<file path="config.mk">
export PLATFORM = sky130hd
export DESIGN_NAME = ps2_device_tx_flat
export DESIGN_NICKNAME = d
export VERILOG_FILES = /design/src/rtl/ps2_device_tx_if.sv /design/src/rtl/ps2_device_tx.sv /design/src/flat_wrapper.sv
export SDC_FILE = /design/constraint.sdc
export NUM_CORES = 1
export LEC_CHECK = 0
export ABC_AREA = 1
export CORE_MARGIN = 2
export CORE_UTILIZATION = 65
export CTS_CLUSTER_SIZE = 20
export DETAILED_ROUTE_END_ITERATION = 16
export HOLD_SLACK_MARGIN = 0.08
export PLACE_DENSITY_LB_ADDON = 0.15
export SETUP_SLACK_MARGIN = 0.02
export SYNTH_ARGS = -nofsm -noshare
export SYNTH_HDL_FRONTEND = slang
export SYNTH_SLANG_ARGS = --single-unit
</file>
<file path="constraint.sdc">
create_clock -name clk_sys -period 7.3 [get_ports clk_sys]
set_input_delay 1.825 -clock clk_sys [delete_from_list [all_inputs] [get_ports clk_sys]]
set_output_delay 1.825 -clock clk_sys [all_outputs]
set_load 0.05 [all_outputs]
</file>
<file path="src/rtl/ps2_device_tx_if.sv">
// Host-side bus of the PS/2 device transmitter.
// Ports: wr/din/clear in; level/empty/full/overflow/busy out.
interface ps2_device_tx_if #(
  parameter int FIFO_BITS = 3
);
  logic                 wr;
  logic [7:0]           din;
  logic                 clear;
  logic [FIFO_BITS:0]   level;
  logic                 empty;
  logic                 full;
  logic                 overflow;
  logic                 busy;

  modport master (
    output wr, din, clear,
    input  level, empty, full, overflow, busy
  );

  modport slave (
    input  wr, din, clear,
    output level, empty, full, overflow, busy
  );
endinterface

</file>
<file path="src/rtl/ps2_device_tx.sv">
// PS/2 device-side transmitter: byte FIFO, clock divider, frame FSM.
// Ports: clk_sys, reset_n, bus (slave), ps2_clk_in in; ps2_clk, ps2_data out.
module ps2_device_tx #(
  parameter int FIFO_BITS = 3,
  parameter int PS2DIV    = 100,
  parameter int GAP       = 2
) (
  input  logic           clk_sys,
  input  logic           reset_n,
  ps2_device_tx_if.slave bus,
  input  logic           ps2_clk_in,
  output logic           ps2_clk,
  output logic           ps2_data
);
  localparam int DEPTH = 2 ** FIFO_BITS;
  localparam int DW = (PS2DIV < 1) ? 1 : $clog2(PS2DIV + 1);
  localparam int GW = $clog2(GAP + 2);
  localparam logic [DW-1:0] DIV_MAX = DW'(PS2DIV);
  localparam logic [FIFO_BITS:0] FULL_LVL = (FIFO_BITS + 1)'(DEPTH);

  typedef enum logic [1:0] {
    S_IDLE,
    S_SEND,
    S_GAP
  } state_t;

  state_t               r_state;
  logic [DW-1:0]        r_div;
  logic                 r_clk_ps2;
  logic [1:0]           r_sync;
  logic [9:0]           r_frame;
  logic [3:0]           r_bitidx;
  logic [GW-1:0]        r_gapcnt;
  logic [FIFO_BITS:0]   r_wptr;
  logic [FIFO_BITS:0]   r_rptr;
  logic                 r_ovf;
  logic                 r_data;
  logic [7:0]           r_mem [DEPTH];

  logic                 w_tick;
  logic [FIFO_BITS:0]   w_level;
  logic                 w_empty;
  logic                 w_full;
  logic                 w_ps2_clk;
  logic                 w_inhibit;
  logic                 w_push;
  logic                 w_gap_done;
  logic [7:0]           w_head;

  // tick marks the edge where clk_ps2 rises
  assign w_tick     = (r_div == DIV_MAX) && !r_clk_ps2;
  assign w_level    = r_wptr - r_rptr;
  assign w_empty    = (w_level == '0);
  assign w_full     = (w_level == FULL_LVL);
  assign w_ps2_clk  = (r_state == S_SEND) ? r_clk_ps2 : 1'b1;
  // host pulls the line low while we release it
  assign w_inhibit  = !r_sync[1] && w_ps2_clk;
  assign w_push     = bus.wr && !w_full && !bus.clear;
  assign w_gap_done = (int'(r_gapcnt) + 1) >= GAP;
  assign w_head     = r_mem[r_rptr[FIFO_BITS-1:0]];

  assign ps2_clk      = w_ps2_clk;
  assign ps2_data     = r_data;
  assign bus.level    = w_level;
  assign bus.empty    = w_empty;
  assign bus.full     = w_full;
  assign bus.overflow = r_ovf;
  assign bus.busy     = (r_state != S_IDLE);

  always_ff @(posedge clk_sys) begin
    if (!reset_n) begin
      r_div     <= '0;
      r_clk_ps2 <= 1'b0;
      r_sync    <= 2'b11;
    end else begin
      r_sync <= {r_sync[0], ps2_clk_in};
      if (r_div == DIV_MAX) begin
        r_div     <= '0;
        r_clk_ps2 <= !r_clk_ps2;
      end else begin
        r_div <= r_div + 1'b1;
      end
    end
  end

  always_ff @(posedge clk_sys) begin
    if (w_push) begin
      r_mem[r_wptr[FIFO_BITS-1:0]] <= bus.din;
    end
  end

  always_ff @(posedge clk_sys) begin
    if (!reset_n || bus.clear) begin
      r_state  <= S_IDLE;
      r_wptr   <= '0;
      r_rptr   <= '0;
      r_ovf    <= 1'b0;
      r_data   <= 1'b1;
      r_bitidx <= '0;
      r_gapcnt <= '0;
      r_frame  <= '0;
    end else begin
      // a pop this cycle never makes room for this write
      if (bus.wr) begin
        if (w_full) r_ovf <= 1'b1;
        else r_wptr <= r_wptr + 1'b1;
      end
      unique case (r_state)
        S_IDLE: begin
          if (w_tick && !w_empty && !w_inhibit) begin
            r_frame  <= {1'b1, ~^w_head, w_head};
            r_data   <= 1'b0;
            r_bitidx <= '0;
            r_state  <= S_SEND;
          end
        end
        S_SEND: begin
          if (w_inhibit) begin
            // abort without pop; byte is resent later
            r_data   <= 1'b1;
            r_gapcnt <= '0;
            r_state  <= S_GAP;
          end else if (w_tick) begin
            if (r_bitidx == 4'd10) begin
              r_rptr   <= r_rptr + 1'b1;
              r_data   <= 1'b1;
              r_gapcnt <= '0;
              r_state  <= S_GAP;
            end else begin
              r_data   <= r_frame[r_bitidx];
              r_bitidx <= r_bitidx + 4'd1;
            end
          end
        end
        S_GAP: begin
          if (w_tick) begin
            if (w_gap_done) begin
              if (!w_inhibit) r_state <= S_IDLE;
            end else begin
              r_gapcnt <= r_gapcnt + 1'b1;
            end
          end
        end
        default: r_state <= S_IDLE;
      endcase
    end
  end
endmodule
</file>
<file path="src/flat_wrapper.sv">
// flat-port wrapper written by rule: the top's interface ports become plain ports
module ps2_device_tx_flat 
#(
  parameter int FIFO_BITS = 3,
  parameter int PS2DIV    = 100,
  parameter int GAP       = 2
)
  (clk_sys, reset_n, ps2_clk_in, ps2_clk, ps2_data, bus_wr, bus_din, bus_clear, bus_level, bus_empty, bus_full, bus_overflow, bus_busy);
  ps2_device_tx_if #(.FIFO_BITS(FIFO_BITS)) bus_i ();
  input  logic clk_sys;
  input  logic reset_n;
  input  logic ps2_clk_in;
  output logic ps2_clk;
  output logic ps2_data;
  input wire logic [$bits(bus_i.wr)-1:0] bus_wr;
  input wire logic [$bits(bus_i.din)-1:0] bus_din;
  input wire logic [$bits(bus_i.clear)-1:0] bus_clear;
  output wire logic [$bits(bus_i.level)-1:0] bus_level;
  output wire logic [$bits(bus_i.empty)-1:0] bus_empty;
  output wire logic [$bits(bus_i.full)-1:0] bus_full;
  output wire logic [$bits(bus_i.overflow)-1:0] bus_overflow;
  output wire logic [$bits(bus_i.busy)-1:0] bus_busy;
  assign bus_i.wr = bus_wr;
  assign bus_i.din = bus_din;
  assign bus_i.clear = bus_clear;
  assign bus_level = bus_i.level;
  assign bus_empty = bus_i.empty;
  assign bus_full = bus_i.full;
  assign bus_overflow = bus_i.overflow;
  assign bus_busy = bus_i.busy;
  ps2_device_tx #(.FIFO_BITS(FIFO_BITS), .PS2DIV(PS2DIV), .GAP(GAP)) u_core (.clk_sys(clk_sys), .reset_n(reset_n), .bus(bus_i), .ps2_clk_in(ps2_clk_in), .ps2_clk(ps2_clk), .ps2_data(ps2_data));
endmodule
</file>
; Word level (Yosys, flattened, before mapping)
; Memory sizes are Yosys's and may differ from the RTL's. A register that Yosys moved wholly into a read port is not among the register bits.
; Index checks and enable logic that the tools add are counted.
[totals]
memories = 1
output_inout_bits = 10
mem_bits_rw = 64
register_bits = 38
wordCells = 99
[memory_table]
columns = memory, words, width, rd, rd_ports_with_merged_regs, write_ports, line_no
row1 = u_core.r_mem, 8, 8, 1, 1, 1, ps2_device_tx.sv:38  ; logic [7:0] r_mem [DEPTH];
[op_classes]
addsub = 7
magnitude_cmp = 2
n_mux = 31
reduce_logical = 29
bitwise_logic = 3
eq_ne = 15
[ops]
columns = op, n
row1 = "32-bit by 3-bit >= comparator with 1-bit output, second input constant", 1
row2 = 2-bit two-way mux, 12
row3 = 4-bit two-way mux, 4
row4 = "4-bit by 1-bit adder with 4-bit output, second input constant", 3
row5 = 5-bit AND reduction, 2
row6 = "4-bit equality test, second input constant", 2
row7 = 1-bit two-way mux, 8
row8 = "2-bit by 1-bit != test with 1-bit output, second input constant", 4
row9 = "2-bit != test, second input constant", 4
row10 = 4-bit case mux with 2 select lines, 1
row11 = 8-bit XNOR reduction, 1
row12 = "7-bit by 1-bit adder with 7-bit output, second input constant", 1
row13 = "7-bit equality test, second input constant", 1
row14 = 1-bit logical NOT, 7
row15 = 1-bit logical AND, 6
row16 = 3-bit two-way mux, 2
row17 = 2-bit case mux with 3 select lines, 1
row18 = 2-bit AND reduction, 3
row19 = 6-bit AND reduction, 1
row20 = 2-bit nonzero test, 3
row21 = "4-bit by 5-bit less-than comparator with 1-bit output, second input constant", 1
row22 = 1-bit binary-select mux with 4-bit select, 1
row23 = 4-bit logical NOT, 1
row24 = 2-bit case mux with 2 select lines, 1
row25 = 14 further kinds, 16

; Depth between registers and ports, before layout
; Gate-level depths: netlist of run 1.
[depth]
ltp_word = 7
ltp_mapped = 17

; Worst setup path after synthesis of run 1
; No wires, ideal clock.
[synth_path]
kind = register to output
from = register u_core.r_wptr[0]
to = output port bus_empty
path_slack_ns = 3.159
t_required_ns = 5.475
path_stages_with_launch = 9
path_buffers = 0
t_arrival_ns = 2.316
path_cell_list = dfxtp_1 -> inv_1 -> ha_1 -> inv_1 -> fa_1 -> xor2_1 -> nor3_2 -> nand2_1 -> inv_1
[synth_via]
elab_chain_len = 2
[synth_lines]
columns = element, line_no
row1 = "start, declared", ps2_device_tx.sv:34  ; logic [FIFO_BITS:0] r_wptr;
row2 = "start signal, assigned", ps2_device_tx.sv:106  ; else r_wptr <= r_wptr + 1'b1;
row3 = 4-bit subtractor, ps2_device_tx.sv:52  ; assign w_level = r_wptr - r_rptr;
row4 = named net bus_level[2], flat_wrapper.sv:18  ; output wire logic [$bits(bus_i.level)-1:0] bus_level;
row5 = 4-bit logical NOT, ps2_device_tx.sv:53  ; assign w_empty = (w_level == '0);
row6 = "end, declared", flat_wrapper.sv:19  ; output wire logic [$bits(bus_i.empty)-1:0] bus_empty;
; The timed path passes the listed nets, and every way through them passes these cells.

; Worst setup path in the final report of run 1
[layout_path]
from = register u_core.r_wptr[0]
to = output port bus_empty
[layout_via]
elab_chain_len = 2
[layout_lines]
columns = element, line_no
row1 = 4-bit subtractor, ps2_device_tx.sv:52
row2 = 4-bit logical NOT, ps2_device_tx.sv:53
; Every way passes these cells.

==> results of run 1 <==
[sequential cells by signal, indices dropped and copies added (netlist names), 2 cells and up, named ones only]
name / flops
u_core.r_div: 7
u_core.r_gapcnt: 2
u_core.r_frame: 10
u_core.r_rptr: 4
u_core.r_wptr: 4
u_core.r_mem: 64
u_core.r_bitidx: 4
u_core.r_sync: 2
u_core.r_state: 2
[layout make-up]
class                   instances  area [µm²]
multi-input cells             383        1840
well taps                     102         128
clock buffers                   9         124
clock inverters                 7        92.6
flip-flops and latches        105        2740
fillers                       593        2080
inverters                     103         387
repair buffers                 26         250
[logic make-up after synthesis]
logic type | after synthesis
flops | 105
buf+inv | 120
fa+ha+maj | 14
compound gates | 58
simple gates | 307
xor+xnor | 4
[worst paths after layout]
path | end | slack [ns] | cells after the start
max | bus_empty | 2.48 | 8
min | u_core.r_sync[1] | 0.44 | 1
max reg2reg | u_core.r_mem[5][7] | 3.91 | 10
min reg2reg | u_core.r_sync[1] | 0.44 | 1
[power by group]
part | internal [mW] | switching (mW)
Combinational | 0.0198 | 0.0389
Clock | 0.193 | 0.192
Sequential | 0.634 | 0.00294
Total | 0.846 | 0.234
[critical path, cell delays in order, from the launching register on]
cell	delay (ns)
dfxtp_1	0.49
inv_1	0.17
ha_1	0.22
inv_1	0.08
fa_1	0.45
nor3_2	0.24
nand2_1	0.13
inv_1	0.07
clkdlybuf4s50_1	0.79
[per-stage QoR]
| stage | setup WS [ns] | cell area (µm²) | hold slack (ns) | utilization, % |
|---|---|---|---|---|
| 3_3_place_gp | 2.99 | 5350 | 0.408 | 69.9 |
| 5_1_grt | 2.32 | 5560 | 0.450 | 72.8 |
| 6_report | 2.48 | 5560 | 0.438 | 72.8 |
| 3_5_place_dp | 2.94 | 5350 | 0.416 | 69.9 |
| 2_1_floorplan | 3.16 | 5070 | 0.392 | - |
| 4_1_cts | 2.49 | 5560 | 0.440 | 72.8 |
[placed cells by master, fill, tap and decap left out, types with 4 or more instances in the layout]
cell type / instances
buf_4: 4
inv_2: 8
clkbuf_8: 9
o21ai_0: 12
o21ai_1: 11
dfxtp_1: 41
clkdlybuf4s50_1: 22
inv_1: 94
edfxtp_1: 64
a21oi_1: 28
ha_1: 13
nor3_1: 14
nor2_1: 33
nand2_1: 189
nand3_1: 55
[routing by layer]
metal  wire, µm  vias to the layer above
li1           -                     1986
met1       4570                     1779
met2       4980                      109
met3        717                       24
met4        178                        0
met5          0                        -
==> impl_metrics.ini, run 1 <==
[outcome]
status = finished, final reports clean

[placed_design]
place_hpwl_um = 7220
post-place-cells = 719
gp_congestion = 0.861
io_buffers = 22

[worst_setup_path]
worst-setup-path-type = flop to output port
path_max_fanout = 7
end_kind = output port
crit_start = u_core.r_wptr[0]
worstPathRequired_ns = 5.48
critPathLaunchType = flop
reg2reg_from = u_core.r_wptr[0]
cp.arrival_ns = 2.99

[cells_and_area]
antenna_cells = 0
fin_nets = 655
drive_gt1_share_pct = 6.32
finalNonFillerCells = 735
area_growth_pct = 9.80

[floorplan]
die_height_um = 92.3
die_w_um = 92.3
dieArea_mm2 = 0.00852
rows = 32
core_area_mm2 = 0.00765
ioPinCount = 23
initial_core_util_pct = 66.3

[worst_hold_path]
hp-start = u_core.r_sync[0]
holdCritPathClass = flop to flop

[detailed_routing]
wl_per_cell_um = 14.2
drt_iter0_drc = 321
drc = 0
routed_wirelength_um = 10400
via_per_inst = 5.30
firstDrtPassIters = 5
num_vias = 3898
drtAntennaViolNets = 0

[synthesis]
synthAdderAreaFrac_pct = 3.60
syn-mean-instance-area_um2 = 8.33
synth_compound_area_share_pct = 6.12
synth.distinct_cells = 36
yosys_most_used_dff = edfxtp_1
synth_commonest_cells = 189 x nand2_1, 94 x inv_1, 64 x edfxtp_1
syn_area_mm2 = 0.00507
synth-seq-cells = 105
synth_top_area_share_pct = 37.9
synth-async-reset-ratio_pct = 0
yosys_warnings = 0
synth-simple-area-share_pct = 25.9
synth_cells = 608
yosysMostFrequentCell = nand2_1
netlist_top_cells_area = edfxtp_1 38%, dfxtp_1 16%, nand2_1 14%
synth_top_family_by_area = simple AND/OR/NAND/NOR gates
synth_area_leader_cell = edfxtp_1
seq_area_frac_synth_pct = 54.1
synth_xor_area_share_pct = 0.691
synth.area.mux_share_pct = 0
synth-edff-count = 64
syn_nets = 635

[global_route]
grt_pass1_vias = 3802
grt_pass1_wl_um = 17200
antenna_found_initial = 0
grt_remaining_overflow = 0
grt_max_degree = 36
use_met3_pct = 5.45
grt.total_usage_pct = 26.3
use_met2_pct = 43.4
grtUsageMet1_pct = 34.9
top_usage_layer = met2

[power]
peakVddDrop_mv = 0.142
p_per_area_mw_per_mm2 = 194
finalPower_mw = 1.08
p_leak_nw = 2.34

[timing]
hold_violations = 0
fmax_mhz = 208
tns_ns = 0
skew_ns = 0.0112
worstMarginPinSlew_ns = 1.28
finalMaxSlewViolations = 0
relSlewSlack_pct = 14.1
fin_crit_ns = 4.82
rsz0062_at_grt = false
fin_crit_sh_pct = 66.0
setup_viol = 0

[clock_tree]
clock_path_buffers = 2
cts-root-buf = clkbuf_8
clock_sinks = 105
cts_tree = built
clk-insertion-delay-late_ns = 0.37
numCtsBuffers = 9
post_cts_resized = 0
cts_hold_buf = 0
cts_setup_buffers = 0
h-tree-depth = 3
path_clk_slew_ns = 0.10

[job]
maxCapViolations = 0
(Power assumes the default switching activity.)
==> inputs of run 2 (changes only) <==
- CORE_UTILIZATION: 65 -> 60
- clock period: 7.3 -> 4.8 ns (I/O delays scaled with it)
==> run 2 against run 1 <==
Against the previous run:
- non-clock buffer count is 5 higher
- combinational power rose by 51%
- global-route usage is 2.3 points lower
- core utilization down 4.9 points
- die area is 8.0% higher
- sequential cell count unchanged
- worst setup slack worse by 1.8 ns
- critical path type unchanged
- first-iteration DRC count fell by 18%
- highest routed layer unchanged
==> impl_metrics.ini, run 2 (same netlist as run 1, synthesis figures left out) <==
[worst_setup_path]
slowest_delay_ns = 0.79
crit_start = u_core.r_wptr[0]
worst-setup-path-type = flop to output port
critPathLaunchType = flop
reg2reg_from = u_core.r_wptr[0]
ff2ff_setup_slack_ns = 1.80
rr_endpoint = u_core.r_mem[7][4]
critical_path.most_common_cell = inv_1
cp.arrival_ns = 2.95
cp_slowest_cell = clkdlybuf4s50_1
ff2ff_path_depth = 11
end_kind = output port
worstPathRequired_ns = 3.60
path_max_fanout = 7
cp_cell_sequence = inv_1 -> ha_1 -> inv_1 -> fa_1 -> nor3_2 -> nand2_1 -> inv_1 -> clkdlybuf4s50_1

[power]
p_per_area_mw_per_mm2 = 283
peakVddDrop_mv = 0.180
p_leak_nw = 2.35

[global_route]
grt_pass1_wl_um = 16700
grt_pass1_vias = 3600
antenna_found_initial = 0
grt_max_degree = 36
grt.total_usage_pct = 23.9
grt_remaining_overflow = 0

[clock_tree]
cts-root-buf = clkbuf_8
cts_hold_buf = 0
clock_sinks = 105
path_clk_slew_ns = 0.09
post_cts_resized = 0
cts_tree = built
clock_path_buffers = 2
cts_setup_buffers = 0
numCtsBuffers = 9
h-tree-depth = 3
clk-insertion-delay-late_ns = 0.35

[timing]
worstMarginPinSlew_ns = 0.940
setup_viol = 0
fin_crit_sh_pct = 86.5
hold_violations = 0
finalMaxSlewViolations = 0
tns_ns = 0
fin_crit_ns = 4.15
rsz0062_at_grt = false
skew_ns = 0.00959
relSlewSlack_pct = 37.1
fmax_mhz = 241

[cells_and_area]
antenna_cells = 0
drive_gt1_share_pct = 6.74
final_common_cell = nand2_1
area_growth_pct = 10.0
final_cell_mix = 189 x nand2_1, 94 x inv_1, 64 x edfxtp_1
finalNonFillerCells = 743
register_area_mm2 = 0.00274
fillCellCount = 678
largest_register_ffs = 64
design_area_mm2 = 0.00557
multiInputGateArea_mm2 = 0.00184
fin_nets = 660

[floorplan]
initial_core_util_pct = 61.7
ioPinCount = 23
die_height_um = 95.9
core_area_mm2 = 0.00822
rows = 33
die_w_um = 95.9
dieArea_mm2 = 0.00920

[detailed_routing]
firstDrtPassIters = 5
drtAntennaViolNets = 0
num_vias = 3902
via_per_inst = 5.25
wl_per_cell_um = 13.6
drt_iter0_drc = 263
drc = 0
routed_wirelength_um = 10100

[placed_design]
post-place-cells = 727
io_buffers = 22
dpl_cell_area_mm2 = 0.00539
gp_congestion = 0.836
place_hpwl_um = 7010

[worst_hold_path]
hold_end = u_core.r_sync[1]
hold_depth = 1
holdCritPathClass = flop to flop
hp-start = u_core.r_sync[0]

[job]
maxCapViolations = 0

[outcome]
status = finished, final reports clean
run 2: changes by cell type in the layout (fill, tap and decap cells not counted), sizes merged:
cell	delta
clkbuf	+2
buf	+5
bufinv	-1
clkinv	-1
run 2: cell type report:
| type | instances | area share, % |
|---|---|---|
| inverters | 103 | 6.94 |
| multi-input cells | 383 | 33.0 |
| clock inverters | 5 | 0.965 |
| flip-flops and latches | 105 | 49.2 |
| repair buffers | 31 | 5.16 |
| well taps | 105 | 2.36 |
| clock buffers | 11 | 2.36 |
run 2: worst max path at each step:
stage	end	depth (start not counted)
floorplan	bus_empty	8
global placement	bus_empty	8
detailed placement	bus_empty	8
CTS	bus_empty	8
global route	bus_empty	8
finish	bus_empty	8
run 2: report_power, final:
part	leakage (nW)	switching (mW)	internal, mW	total, mW
clock network	0.0890	0.282	0.240	0.522
registers	0.910	0.00454	0.963	0.968
logic	1.35	0.0574	0.0313	0.0887
total	2.35	0.344	1.24	1.58
run 2: layer usage:
metal	part of all wire [%]	track usage [%]
met4	1.7	8.57
met5	0	0
met3	4.9	3.05
met2	46	37.9
met1	47	34.0
run 2: through the flow:
step / total power [mW] / hold slack (ns) / util (%) / setup slack, ns
floorplan: 1.04 / 0.392 / - / 1.28
finish: 1.58 / 0.428 / 67.8 / 0.648
global route: 1.64 / 0.448 / 67.8 / 0.426
detailed placement: 1.08 / 0.407 / 65.6 / 1.04
global placement: 1.07 / 0.397 / 65.6 / 1.13
CTS: 1.59 / 0.430 / 67.8 / 0.642
run 2: worst max-delay path: cells and delay by family (launching register included):
kind                       cells  cell delay [ns]
DFF                            1             0.47
buffers and inverters          4             1.10
and+or+nand+nor                2             0.38
adders and majority gates      2             0.65
